`src/rtl/vga_fb_pkg.sv`:
```
// Shared framebuffer geometry, sprite constants and sequencer state encoding
// for the VGA sprite drawing controller.
package vga_fb_pkg;

    localparam int H_RES     = 160;
    localparam int V_RES     = 120;
    localparam int AW        = 15;
    localparam int DW        = 3;
    localparam int SPR_W     = 16;
    localparam int SPR_H     = 8;
    localparam int SPR_Y     = 100;
    localparam int STEP      = 4;
    localparam int FB_PIXELS = H_RES * V_RES;

    localparam logic [DW-1:0] BG_COLOR  = 3'b000;
    localparam logic [DW-1:0] SPR_COLOR = 3'b111;

    localparam logic [7:0] X_MAX  = 8'(H_RES - SPR_W);
    localparam logic [7:0] X_HOME = 8'((H_RES - SPR_W) / 2);

    typedef enum logic [2:0] {
        CLEAR_ARM,
        CLEAR,
        IDLE,
        ERASE,
        DRAW
    } state_e;

    // Saturating one-step move; a result equal to x means the sprite is pinned at an edge.
    function automatic logic [7:0] next_x(input logic [7:0] x, input logic left);
        logic [8:0] sum;
        sum = {1'b0, x} + 9'(STEP);
        if (left) begin
            return (x >= 8'(STEP)) ? x - 8'(STEP) : 8'd0;
        end
        return (sum > {1'b0, X_MAX}) ? X_MAX : sum[7:0];
    endfunction

endpackage

```
`src/rtl/btn_sync_edge.sv`:
```
// Two-flop synchronizer for an active-low pushbutton followed by a
// falling-edge detector that yields a single-cycle press pulse.
module btn_sync_edge (
    input  logic clk_i,
    input  logic rst_ni,
    input  logic btn_ni,
    output logic press_o
);

    logic sync1_q;
    logic sync2_q;
    logic prev_q;

    // Reset to the released level so a button held through reset never fires.
    always_ff @(posedge clk_i or negedge rst_ni) begin
        if (!rst_ni) begin
            sync1_q <= 1'b1;
            sync2_q <= 1'b1;
            prev_q  <= 1'b1;
        end else begin
            sync1_q <= btn_ni;
            sync2_q <= sync1_q;
            prev_q  <= sync2_q;
        end
    end

    assign press_o = prev_q & ~sync2_q;

endmodule

```
`src/rtl/vga_sprite_draw_ctrl.sv`:
```
// Owns the framebuffer write port: clears the frame, draws the sprite, and
// performs erase/redraw moves aligned to vertical blanking.
module vga_sprite_draw_ctrl
    import vga_fb_pkg::*;
(
    input  logic          clk,
    input  logic          rst,
    input  logic          init,
    input  logic          bntl,
    input  logic          bntr,
    input  logic          vblank_start,
    output logic          fb_we,
    output logic [AW-1:0] fb_addr,
    output logic [DW-1:0] fb_data,
    output logic          busy,
    output logic [7:0]    sprite_x
);

    localparam int CW = $clog2(SPR_W);
    localparam int RW = $clog2(SPR_H);
    localparam logic [AW-1:0] ROW0 = AW'(SPR_Y * H_RES);

    state_e          state_q, state_d;
    logic [AW-1:0]   clr_cnt_q, clr_cnt_d;
    logic [CW-1:0]   col_q, col_d;
    logic [RW-1:0]   row_q, row_d;
    logic [AW-1:0]   row_base_q, row_base_d;
    logic [7:0]      sprite_x_q, sprite_x_d;
    logic [7:0]      new_x_q, new_x_d;
    logic            pend_l_q, pend_l_d;
    logic            pend_r_q, pend_r_d;
    logic            we_q, we_d;
    logic [AW-1:0]   addr_q, addr_d;
    logic [DW-1:0]   data_q, data_d;

    logic            init_press;
    logic            press_l;
    logic            press_r;
    logic [7:0]      cand_x;
    logic            col_last;
    logic            rect_last;

    btn_sync_edge u_sync_init (
        .clk_i   (clk),
        .rst_ni  (rst),
        .btn_ni  (init),
        .press_o (init_press)
    );

    btn_sync_edge u_sync_left (
        .clk_i   (clk),
        .rst_ni  (rst),
        .btn_ni  (bntl),
        .press_o (press_l)
    );

    btn_sync_edge u_sync_right (
        .clk_i   (clk),
        .rst_ni  (rst),
        .btn_ni  (bntr),
        .press_o (press_r)
    );

    always_comb begin
        state_d    = state_q;
        clr_cnt_d  = clr_cnt_q;
        col_d      = col_q;
        row_d      = row_q;
        row_base_d = row_base_q;
        sprite_x_d = sprite_x_q;
        new_x_d    = new_x_q;
        pend_l_d   = pend_l_q | press_l;
        pend_r_d   = pend_r_q | press_r;
        we_d       = 1'b0;
        addr_d     = addr_q;
        data_d     = data_q;
        cand_x     = next_x(sprite_x_q, pend_l_q);
        col_last   = (col_q == CW'(SPR_W - 1));
        rect_last  = col_last && (row_q == RW'(SPR_H - 1));

        case (state_q)
            CLEAR_ARM: begin
                clr_cnt_d = '0;
                state_d   = CLEAR;
            end
            CLEAR: begin
                we_d       = 1'b1;
                addr_d     = clr_cnt_q;
                data_d     = BG_COLOR;
                col_d      = '0;
                row_d      = '0;
                row_base_d = ROW0;
                if (clr_cnt_q == AW'(FB_PIXELS - 1)) begin
                    state_d = DRAW;
                end else begin
                    clr_cnt_d = clr_cnt_q + AW'(1);
                end
            end
            IDLE: begin
                // A press landing in the same cycle a flag is consumed stays pending.
                if (vblank_start && (pend_l_q || pend_r_q)) begin
                    if (pend_l_q && pend_r_q) begin
                        pend_l_d = press_l;
                        pend_r_d = press_r;
                    end else begin
                        if (pend_l_q) begin
                            pend_l_d = press_l;
                        end else begin
                            pend_r_d = press_r;
                        end
                        if (cand_x != sprite_x_q) begin
                            new_x_d = cand_x;
                            state_d = ERASE;
                        end
                    end
                end
            end
            ERASE, DRAW: begin
                we_d   = 1'b1;
                addr_d = row_base_q + AW'(sprite_x_q) + AW'(col_q);
                data_d = (state_q == ERASE) ? BG_COLOR : SPR_COLOR;
                if (col_last) begin
                    col_d      = '0;
                    row_d      = row_q + RW'(1);
                    row_base_d = row_base_q + AW'(H_RES);
                end else begin
                    col_d = col_q + CW'(1);
                end
                // sprite_x still holds the old column throughout ERASE.
                if (rect_last) begin
                    row_d      = '0;
                    row_base_d = ROW0;
                    if (state_q == ERASE) begin
                        sprite_x_d = new_x_q;
                        state_d    = DRAW;
                    end else begin
                        state_d = IDLE;
                    end
                end
            end
            default: begin
                state_d = CLEAR_ARM;
            end
        endcase

        if (init_press) begin
            state_d    = CLEAR;
            clr_cnt_d  = '0;
            sprite_x_d = X_HOME;
            pend_l_d   = 1'b0;
            pend_r_d   = 1'b0;
            we_d       = 1'b0;
        end
    end

    always_ff @(posedge clk or negedge rst) begin
        if (!rst) begin
            state_q    <= CLEAR_ARM;
            clr_cnt_q  <= '0;
            col_q      <= '0;
            row_q      <= '0;
            row_base_q <= ROW0;
            sprite_x_q <= X_HOME;
            new_x_q    <= X_HOME;
            pend_l_q   <= 1'b0;
            pend_r_q   <= 1'b0;
            we_q       <= 1'b0;
            addr_q     <= '0;
            data_q     <= BG_COLOR;
        end else begin
            state_q    <= state_d;
            clr_cnt_q  <= clr_cnt_d;
            col_q      <= col_d;
            row_q      <= row_d;
            row_base_q <= row_base_d;
            sprite_x_q <= sprite_x_d;
            new_x_q    <= new_x_d;
            pend_l_q   <= pend_l_d;
            pend_r_q   <= pend_r_d;
            we_q       <= we_d;
            addr_q     <= addr_d;
            data_q     <= data_d;
        end
    end

    assign fb_we    = we_q;
    assign fb_addr  = addr_q;
    assign fb_data  = data_q;
    assign busy     = (state_q != IDLE);
    assign sprite_x = sprite_x_q;

endmodule

```
`config.mk`:
```
export PLATFORM = sky130hd
export DESIGN_NAME = vga_sprite_draw_ctrl
export DESIGN_NICKNAME = d
export VERILOG_FILES = /design/src/rtl/vga_fb_pkg.sv /design/src/rtl/btn_sync_edge.sv /design/src/rtl/vga_sprite_draw_ctrl.sv
export SDC_FILE = /design/constraint.sdc
export NUM_CORES = 1
export LEC_CHECK = 0
export BUFFER_PORTS_ARGS = -buffer_cell sky130_fd_sc_hd__buf_2
export CORE_ASPECT_RATIO = 1.75
export CORE_MARGIN = 5
export CORE_UTILIZATION = 50
export DETAILED_ROUTE_END_ITERATION = 6
export GPL_ROUTABILITY_DRIVEN = 0
export GPL_TIMING_DRIVEN = 0
export PLACE_DENSITY = 0.69
export SYNTH_ARGS = -nofsm -noshare
export SYNTH_HDL_FRONTEND = slang
export SYNTH_HIERARCHICAL = 1
export SYNTH_SLANG_ARGS = --single-unit
export TNS_END_PERCENT = 50
```
`constraint.sdc`:
```
create_clock -name clk -period 3.95 [get_ports clk]
set_clock_uncertainty 0.1 [all_clocks]
set_input_delay 0.395 -clock clk [delete_from_list [all_inputs] [get_ports clk]]
set_output_delay 0.395 -clock clk [all_outputs]
set_load 0.02 [all_outputs]
```
==> flow_results.xml, run 1 <==
<?xml version="1.0" encoding="UTF-8"?>
<metrics>
  <group name="route">
    <metric name="drt.antenna.violating_nets" unit="">0</metric>
    <metric name="detail_route.drc_violations" unit="">0</metric>
    <metric name="drt_first_pass_iters" unit="">5</metric>
    <metric name="dr_total_vias" unit="">3843</metric>
    <metric name="wire_per_inst" unit="um">16.94</metric>
    <metric name="detail_route.iter0.violations" unit="">224</metric>
    <metric name="viasPerCell" unit="">5.762</metric>
    <metric name="routed_wl" unit="um">11300</metric>
  </group>
  <group name="yosys">
    <metric name="synth_simple_gate_area_share" unit="%">20.43</metric>
    <metric name="synthesis.nets" unit="">526</metric>
    <metric name="post_synth_mux_area_share" unit="%">1.840</metric>
    <metric name="main_combinational_cell_family_by_area_after_synthesis" unit="">simple AND/OR/NAND/NOR gates</metric>
    <metric name="ys_warn_count" unit="">6</metric>
    <metric name="synth-edff-count" unit="">0</metric>
    <metric name="post_synth_fa_ha_maj_area_fraction" unit="%">6.656</metric>
    <metric name="synthesis.area" unit="um^2">4624</metric>
    <metric name="area_fraction_in_compound_gates_after_synthesis" unit="%">18.32</metric>
    <metric name="synth-xor-area-share" unit="%">5.303</metric>
    <metric name="syn-instance-count" unit="">496</metric>
    <metric name="syn_area_per_cell" unit="um^2">9.323</metric>
    <metric name="synth.yosys.seq_area_share" unit="%">43.26</metric>
    <metric name="ys_dominant_reg_cell" unit="">sky130_fd_sc_hd__dfrtp_1</metric>
    <metric name="postSynth.asyncResetShare" unit="%">100.0</metric>
    <metric name="number_of_unique_standard_cell_types_used_by_synthesis" unit="">69</metric>
    <metric name="ys_ff_latch" unit="">79</metric>
  </group>
  <group name="critical_path">
    <metric name="crit_type" unit="">reg2reg</metric>
    <metric name="crit_fanout" unit="">12</metric>
    <metric name="crit_chain" unit="">inv_1, ha_1, nor3b_1, o31a_1, nor4b_1, and3_1, a41o_1, buf_6, mux2_4</metric>
    <metric name="required" unit="ns">4.07</metric>
    <metric name="crit_path_top_delay_cell" unit="">sky130_fd_sc_hd__dfstp_2</metric>
    <metric name="arrival" unit="ns">3.16</metric>
    <metric name="endpoint_kind" unit="">flip-flop</metric>
    <metric name="max_stage_delay" unit="ns">0.69</metric>
    <metric name="worst_setup_path_start_kind" unit="">flip-flop</metric>
  </group>
  <group name="layout">
    <metric name="diodes" unit="">0</metric>
    <metric name="nets" unit="">572</metric>
    <metric name="commonest_cells_after_routing_fill_and_taps_aside" unit="">sky130_fd_sc_hd__dfrtp_1, sky130_fd_sc_hd__nand2_1, sky130_fd_sc_hd__nor2_1, sky130_fd_sc_hd__o21ai_0, sky130_fd_sc_hd__buf_2</metric>
    <metric name="mostFrequentLayoutCell" unit="">sky130_fd_sc_hd__dfrtp_1</metric>
    <metric name="synthToLayoutAreaGrowth" unit="%">15.02</metric>
    <metric name="layout.cell_area.non_filler" unit="um^2">5319</metric>
    <metric name="drive_gt1_share" unit="%">17.37</metric>
  </group>
  <group name="place">
    <metric name="postPlaceCellArea" unit="um^2">4962</metric>
    <metric name="detailedPlacementHpwl" unit="um">8478</metric>
    <metric name="io_buffers" unit="">33</metric>
  </group>
  <group name="global_routing">
    <metric name="grt_first_pass_wirelength" unit="um">18660</metric>
    <metric name="via_count_of_the_first_global_routing_pass" unit="">3788</metric>
    <metric name="overall_track_demand_over_capacity_in_global_routing" unit="%">21.55</metric>
    <metric name="grt_start_max_net_pins" unit="">45</metric>
    <metric name="antenna_found_initial" unit="">0</metric>
    <metric name="grt-ovfl-total" unit="">0</metric>
  </group>
  <group name="sta">
    <metric name="post-route-min-period" unit="ns">3.042</metric>
    <metric name="worst_slew_margin_rel" unit="%">40.11</metric>
    <metric name="setup_viol" unit="">0</metric>
    <metric name="fmaxAchievable" unit="MHz">328.7</metric>
    <metric name="timing.final.crit_share" unit="%">77.02</metric>
    <metric name="worst_pin_slew" unit="ns">0.8984</metric>
    <metric name="timing.setup.tns" unit="ns">0</metric>
    <metric name="grt_setup_unrepaired" unit="">false</metric>
    <metric name="timing.final.max_slew_violations" unit="">0</metric>
    <metric name="hold_viol_final" unit="">0</metric>
  </group>
  <group name="power_and_ir_drop">
    <metric name="power_frac_clock" unit="%">48.4</metric>
    <metric name="ir_drop" unit="V">0.0002367</metric>
    <metric name="cellInternalPower" unit="W">0.001534</metric>
    <metric name="total_leakage_power" unit="nW">2.362</metric>
    <metric name="seq_power_share" unit="%">44.7</metric>
    <metric name="p_comb_share" unit="%">6.9</metric>
    <metric name="power_density" unit="nW/um^2">371.9</metric>
    <metric name="power.net_switching" unit="W">0.0004442</metric>
    <metric name="sw_frac_of_total" unit="%">22.46</metric>
  </group>
  <group name="flow_run">
    <metric name="cap_viol_max_count" unit="">0</metric>
  </group>
  <group name="clock_network">
    <metric name="cts-resized-gates" unit="">0</metric>
    <metric name="cts-root-to-sink-buffers" unit="">2</metric>
    <metric name="hold_buffers" unit="">1</metric>
    <metric name="clock-sinks" unit="">79</metric>
    <metric name="cts.htree.levels" unit="">3</metric>
    <metric name="clock_tree.root_cell" unit="">sky130_fd_sc_hd__clkbuf_16</metric>
    <metric name="numCtsBuffers" unit="">9</metric>
    <metric name="cts.clk_slew.worst_paths" unit="ns">0.06</metric>
    <metric name="postCtsSetupBuffers" unit="">0</metric>
    <metric name="tritoncts" unit="">built</metric>
    <metric name="clk-insertion-delay-late" unit="ns">0.34</metric>
  </group>
  <group name="die">
    <metric name="row_count" unit="">46</metric>
    <metric name="die_height" unit="um">137.2</metric>
    <metric name="die_width" unit="um">82.70</metric>
    <metric name="core_region_area" unit="um^2">9036</metric>
    <metric name="die_area" unit="um^2">11350</metric>
    <metric name="floorplan.io_pins" unit="">34</metric>
    <metric name="initial_core_utilization" unit="%">51.18</metric>
  </group>
  <group name="min_path">
    <metric name="min_path_type" unit="">in2reg</metric>
  </group>
  <group name="status">
    <metric name="outcome" unit="">complete, no violations</metric>
  </group>
</metrics>
## cell type report
type	instances	area [um^2]
buffer	29	141.4
fill	799	3717
multi-input combinational	374	2430
sequential	79	2001
timing repair buffer	35	197.7
tap	120	150.1
inverter	14	52.55
clock inverter	6	107.6
clock buffer	10	239.0
## cell usage after synthesis, types with 6 or more instances
cell type / instances / share of area (%)
sky130_fd_sc_hd__a21oi_1: 26 / 2.8
sky130_fd_sc_hd__ha_1: 23 / 6.2
sky130_fd_sc_hd__dfrtp_1: 60 / 32
sky130_fd_sc_hd__nand3_1: 14 / 1.5
sky130_fd_sc_hd__nor3_1: 10 / 1.1
sky130_fd_sc_hd__o211ai_1: 7 / 1.1
sky130_fd_sc_hd__and3_1: 16 / 2.2
sky130_fd_sc_hd__xnor2_1: 9 / 1.7
sky130_fd_sc_hd__xor2_1: 19 / 3.6
sky130_fd_sc_hd__nor2_1: 45 / 3.7
sky130_fd_sc_hd__o2111ai_1: 8 / 1.5
sky130_fd_sc_hd__mux2i_1: 7 / 1.5
sky130_fd_sc_hd__inv_1: 14 / 1.1
sky130_fd_sc_hd__nand2_1: 58 / 4.7
sky130_fd_sc_hd__o21ai_0: 37 / 4.0
sky130_fd_sc_hd__a22o_1: 6 / 1.1
sky130_fd_sc_hd__dfstp_2: 19 / 11
sky130_fd_sc_hd__a22oi_1: 7 / 1.1
sky130_fd_sc_hd__clkbuf_1: 17 / 1.4
## path summary, 6_finish.rpt
kind                                          start             endpoint  slack [ns]  depth (start not counted)
worst max-delay path                    sprite_x[3]           new_x_q[7]        0.91                          9
worst min-delay path                           init  u_sync_init/sync1_q        0.05                          1
min in group asynchronous                       rst           fb_addr[2]        0.47                          2
max in group asynchronous                       rst   u_sync_left/prev_q        2.61                          3
worst min register to register  u_sync_init/sync1_q  u_sync_init/sync2_q        0.25                          0
worst max register to register          sprite_x[3]           new_x_q[7]        0.91                          9
## metrics by stage
| stage | hold WS (ns) | setup WS [ns] | total power [W] | util [%] | instances |
|---|---|---|---|---|---|
| floorplan | -0.0005911 | 1.219 | 0.0009725 | - | 496 |
| global placement | 0.2463 | 1.013 | 0.001029 | 54.67 | 649 |
| detailed placement | 0.2473 | 0.9577 | 0.001035 | 54.92 | 650 |
| CTS | 0.04252 | 0.9470 | 0.001995 | 58.86 | 667 |
| global route | 0.03909 | 0.8228 | 0.002049 | 58.86 | 667 |
| finish | 0.05131 | 0.9077 | 0.001978 | 58.86 | 667 |
## layer usage
layer | share of wire [%] | track usage, %
met5 | 0 | 0
met4 | 2.8 | 8.636
met3 | 4.2 | 3.338
met2 | 55 | 39.91
met1 | 38 | 23.75
## cell families (layout without fill, tap and decap cells)
family	count (synthesis)	in the layout
AO/OA/AOI/OAI	129	129
flip-flops	79	79
multiplexers	8	8
XOR/XNOR	28	28
buffers and inverters	43	94
adder cells (fa/ha/maj)	24	24
AND/OR/NAND/NOR	185	185
## power groups by stage
stage | clock (W) | combinational, W | sequential, W
final | 0.000957 | 0.000136 | 0.000884
after global routing | 0.00100 | 0.000154 | 0.000890
after CTS | 0.000971 | 0.000139 | 0.000884
after detailed placement | 0 | 0.000138 | 0.000898
after global placement | 0 | 0.000133 | 0.000896
after floorplan | 0 | 0.0000640 | 0.000908
## flip-flops by register name, summed over array words and instances (netlist names), 3 cells and up
signal / flops
clr_cnt_q: 15
col_q: 4
fb_addr: 15
new_x_q: 8
row_base_q: 10
row_q: 3
sprite_x: 8
state_q: 3
## critical path: cells and delay by family, from the launching register on
kind	cells	cell delay [ns]
AO/OA/AOI/OAI	2	0.45
adder cells (fa/ha/maj)	1	0.21
buffers and inverters	2	0.29
flip-flops	1	0.69
multiplexers	1	0.29
AND/OR/NAND/NOR	3	0.89
Power figures use the tool's default switching activity.
==> inputs of run 2 (changes only) <==
- clock period: 3.95 -> 2.8 ns (I/O delays scaled with it)
==> flow_results.xml, run 2 (synthesis results as in run 1) <==
<?xml version="1.0" encoding="UTF-8"?>
<metrics>
  <group name="layout">
    <metric name="diodes" unit="">0</metric>
    <metric name="fin_util" unit="%">60.15</metric>
    <metric name="area_of_the_multi_input_gates" unit="um^2">2484</metric>
    <metric name="commonest_cells_after_routing_fill_and_taps_aside" unit="">sky130_fd_sc_hd__nand2_1, sky130_fd_sc_hd__dfrtp_1, sky130_fd_sc_hd__nor2_1, sky130_fd_sc_hd__o21ai_0, sky130_fd_sc_hd__buf_2</metric>
    <metric name="nets" unit="">578</metric>
    <metric name="fillCellCount" unit="">794</metric>
    <metric name="drive_gt1_share" unit="%">19.35</metric>
    <metric name="synthToLayoutAreaGrowth" unit="%">17.53</metric>
    <metric name="register_area" unit="um^2">2003</metric>
  </group>
  <group name="critical_path">
    <metric name="worst_setup_path_startpoint" unit="">sprite_x[3]</metric>
    <metric name="max_stage_delay" unit="ns">0.59</metric>
    <metric name="crit_fanout" unit="">9</metric>
    <metric name="required" unit="ns">2.92</metric>
    <metric name="crit_path_top_delay_cell" unit="">sky130_fd_sc_hd__dfstp_2</metric>
    <metric name="worst_setup_path_start_kind" unit="">flip-flop</metric>
    <metric name="crit_chain" unit="">ha_2, buf_6, xnor2_1, o311a_1, o2111a_2, or3_4, a41o_1, buf_6, mux2_4</metric>
    <metric name="timing.critical_path.mode_cell" unit="">sky130_fd_sc_hd__buf_6</metric>
    <metric name="worst_r2r_startpoint" unit="">sprite_x[3]</metric>
    <metric name="arrival" unit="ns">2.86</metric>
    <metric name="endpoint_kind" unit="">flip-flop</metric>
    <metric name="crit_type" unit="">reg2reg</metric>
  </group>
  <group name="status">
    <metric name="outcome" unit="">complete, no violations</metric>
  </group>
  <group name="clock_network">
    <metric name="clk-insertion-delay-late" unit="ns">0.33</metric>
    <metric name="cts-root-to-sink-buffers" unit="">2</metric>
    <metric name="cts.htree.levels" unit="">3</metric>
    <metric name="clock_tree.root_cell" unit="">sky130_fd_sc_hd__clkbuf_16</metric>
    <metric name="clock-sinks" unit="">79</metric>
    <metric name="tritoncts" unit="">built</metric>
    <metric name="numCtsBuffers" unit="">9</metric>
    <metric name="cts.clk_slew.worst_paths" unit="ns">0.06</metric>
  </group>
  <group name="place">
    <metric name="io_buffers" unit="">33</metric>
    <metric name="detailedPlacementHpwl" unit="um">8478</metric>
    <metric name="detailedPlace.worstSlack" unit="ns">-0.1923</metric>
  </group>
  <group name="die">
    <metric name="floorplan.io_pins" unit="">34</metric>
    <metric name="die_height" unit="um">137.2</metric>
    <metric name="core_region_area" unit="um^2">9036</metric>
    <metric name="die_area" unit="um^2">11350</metric>
    <metric name="row_count" unit="">46</metric>
    <metric name="initial_core_utilization" unit="%">51.18</metric>
    <metric name="die_width" unit="um">82.70</metric>
  </group>
  <group name="sta">
    <metric name="post-route-min-period" unit="ns">2.740</metric>
    <metric name="timing.final.crit_share" unit="%">97.86</metric>
    <metric name="timing.setup.tns" unit="ns">0</metric>
    <metric name="setup_viol" unit="">0</metric>
    <metric name="hold_viol_final" unit="">0</metric>
    <metric name="postLayoutSetupSlackWorst" unit="ns">0.05987</metric>
    <metric name="worst_pin_slew" unit="ns">0.8881</metric>
    <metric name="timing.final.max_slew_violations" unit="">0</metric>
    <metric name="fmaxAchievable" unit="MHz">364.9</metric>
    <metric name="worst_slew_margin_rel" unit="%">40.80</metric>
  </group>
  <group name="route">
    <metric name="drt_first_pass_iters" unit="">5</metric>
    <metric name="detail_route.drc_violations" unit="">0</metric>
    <metric name="drt.antenna.violating_nets" unit="">0</metric>
    <metric name="detail_route.iter0.violations" unit="">242</metric>
    <metric name="dr_total_vias" unit="">3920</metric>
    <metric name="wire_per_inst" unit="um">17.26</metric>
    <metric name="routed_wl" unit="um">11620</metric>
    <metric name="viasPerCell" unit="">5.825</metric>
  </group>
  <group name="power_and_ir_drop">
    <metric name="design_power_total" unit="W">0.002795</metric>
    <metric name="cellInternalPower" unit="W">0.002169</metric>
    <metric name="ir_drop" unit="V">0.0003289</metric>
    <metric name="power_density" unit="nW/um^2">514.3</metric>
    <metric name="sw_frac_of_total" unit="%">22.41</metric>
    <metric name="seq_power_share" unit="%">44.7</metric>
    <metric name="p_comb_share" unit="%">7.1</metric>
    <metric name="power.net_switching" unit="W">0.0006264</metric>
    <metric name="total_leakage_power" unit="nW">2.403</metric>
    <metric name="power_frac_clock" unit="%">48.2</metric>
  </group>
  <group name="global_routing">
    <metric name="grt_start_max_net_pins" unit="">45</metric>
    <metric name="overall_track_demand_over_capacity_in_global_routing" unit="%">21.82</metric>
    <metric name="via_count_of_the_first_global_routing_pass" unit="">3850</metric>
    <metric name="grt_first_pass_wirelength" unit="um">18900</metric>
    <metric name="antenna_found_initial" unit="">0</metric>
    <metric name="grt-ovfl-total" unit="">0</metric>
  </group>
  <group name="min_path">
    <metric name="timing.hold.worst.start" unit="">vblank_start</metric>
    <metric name="min_path_type" unit="">in2reg</metric>
  </group>
  <group name="flow_run">
    <metric name="cap_viol_max_count" unit="">0</metric>
  </group>
</metrics>
[run 2: cell count changes in the layout (fill, tap and decap cells not counted), moves of 2 or more]
| cell | delta |
|---|---|
| sky130_fd_sc_hd__dfrtp_2 | +2 |
| sky130_fd_sc_hd__dfrtp_1 | -2 |
| sky130_fd_sc_hd__dlygate4sd3_1 | +3 |
| sky130_fd_sc_hd__nor4b_4 | +2 |
| sky130_fd_sc_hd__buf_4 | +2 |
[run 2: through the flow]
step / hold slack, ns / area, um^2 / cells
floorplan: -0.1156 / 4624 / 496
global placement: 0.2463 / 4940 / 649
detailed placement: 0.1749 / 4962 / 650
CTS: 0.1163 / 5384 / 673
global route: 0.1500 / 5435 / 673
finish: 0.1306 / 5435 / 673
[run 2: final timing paths]
| path | to | slack [ns] | depth (start not counted) |
|---|---|---|---|
| setup / recovery | new_x_q[7] | 0.06 | 9 |
| max in group asynchronous | u_sync_left/prev_q | 1.57 | 3 |
| hold reg to reg | u_sync_init/sync2_q | 0.25 | 0 |
| min in group asynchronous | fb_addr[2] | 0.36 | 2 |
| hold / removal | state_q[0] | 0.13 | 3 |
| setup reg to reg | new_x_q[7] | 0.06 | 9 |
[run 2: critical path: cells and delay by family, from the launching register on]
family / cells / cell delay [ns]
AOI/OAI and AO/OA: 3 / 0.78
xor gates and xnor gates: 1 / 0.07
adders and majority gates: 1 / 0.21
buffers and inverters: 2 / 0.27
DFF: 1 / 0.59
muxes: 1 / 0.29
and+or+nand+nor: 1 / 0.33
[run 2: layout make-up]
| type | instances | share of cell area [%] |
|---|---|---|
| multi-input combinational | 374 | 45.70 |
| sequential | 79 | 36.86 |
| timing repair buffer | 41 | 4.604 |
| clock buffer | 10 | 4.397 |
| tap | 120 | 2.762 |
| buffer | 29 | 2.739 |
| clock inverter | 6 | 1.980 |
| inverter | 14 | 0.9669 |
[run 2: power by group through the flow]
| stage | clock network (W) | registers [W] | logic [W] |
|---|---|---|---|
| global placement | 0 | 0.00126 | 0.000188 |
| global route | 0.00142 | 0.00126 | 0.000224 |
| detailed placement | 0 | 0.00127 | 0.000194 |
| CTS | 0.00137 | 0.00125 | 0.000200 |
| floorplan | 0 | 0.00128 | 0.0000903 |
| finish | 0.00135 | 0.00125 | 0.000199 |
[run 2: layer usage]
metal / wire length, um / track usage (%) / up-vias
met4: 327 / 9.091 / 0
li1: - / - / 1889
met2: 6467 / 40.45 / 108
met3: 452 / 3.403 / 24
met1: 4371 / 23.84 / 1899
met5: 0 / 0 / -
[run 2: timing repair]
item | CTS | global route
buffers inserted | 3 | 0
gates resized for setup | 2 | 13
hold endpoints to repair | 34 | 0
hold buffers | 4 | 0
setup endpoints to repair | 7 | 17
pin swaps | 0 | 4
gates cloned | 0 | 0
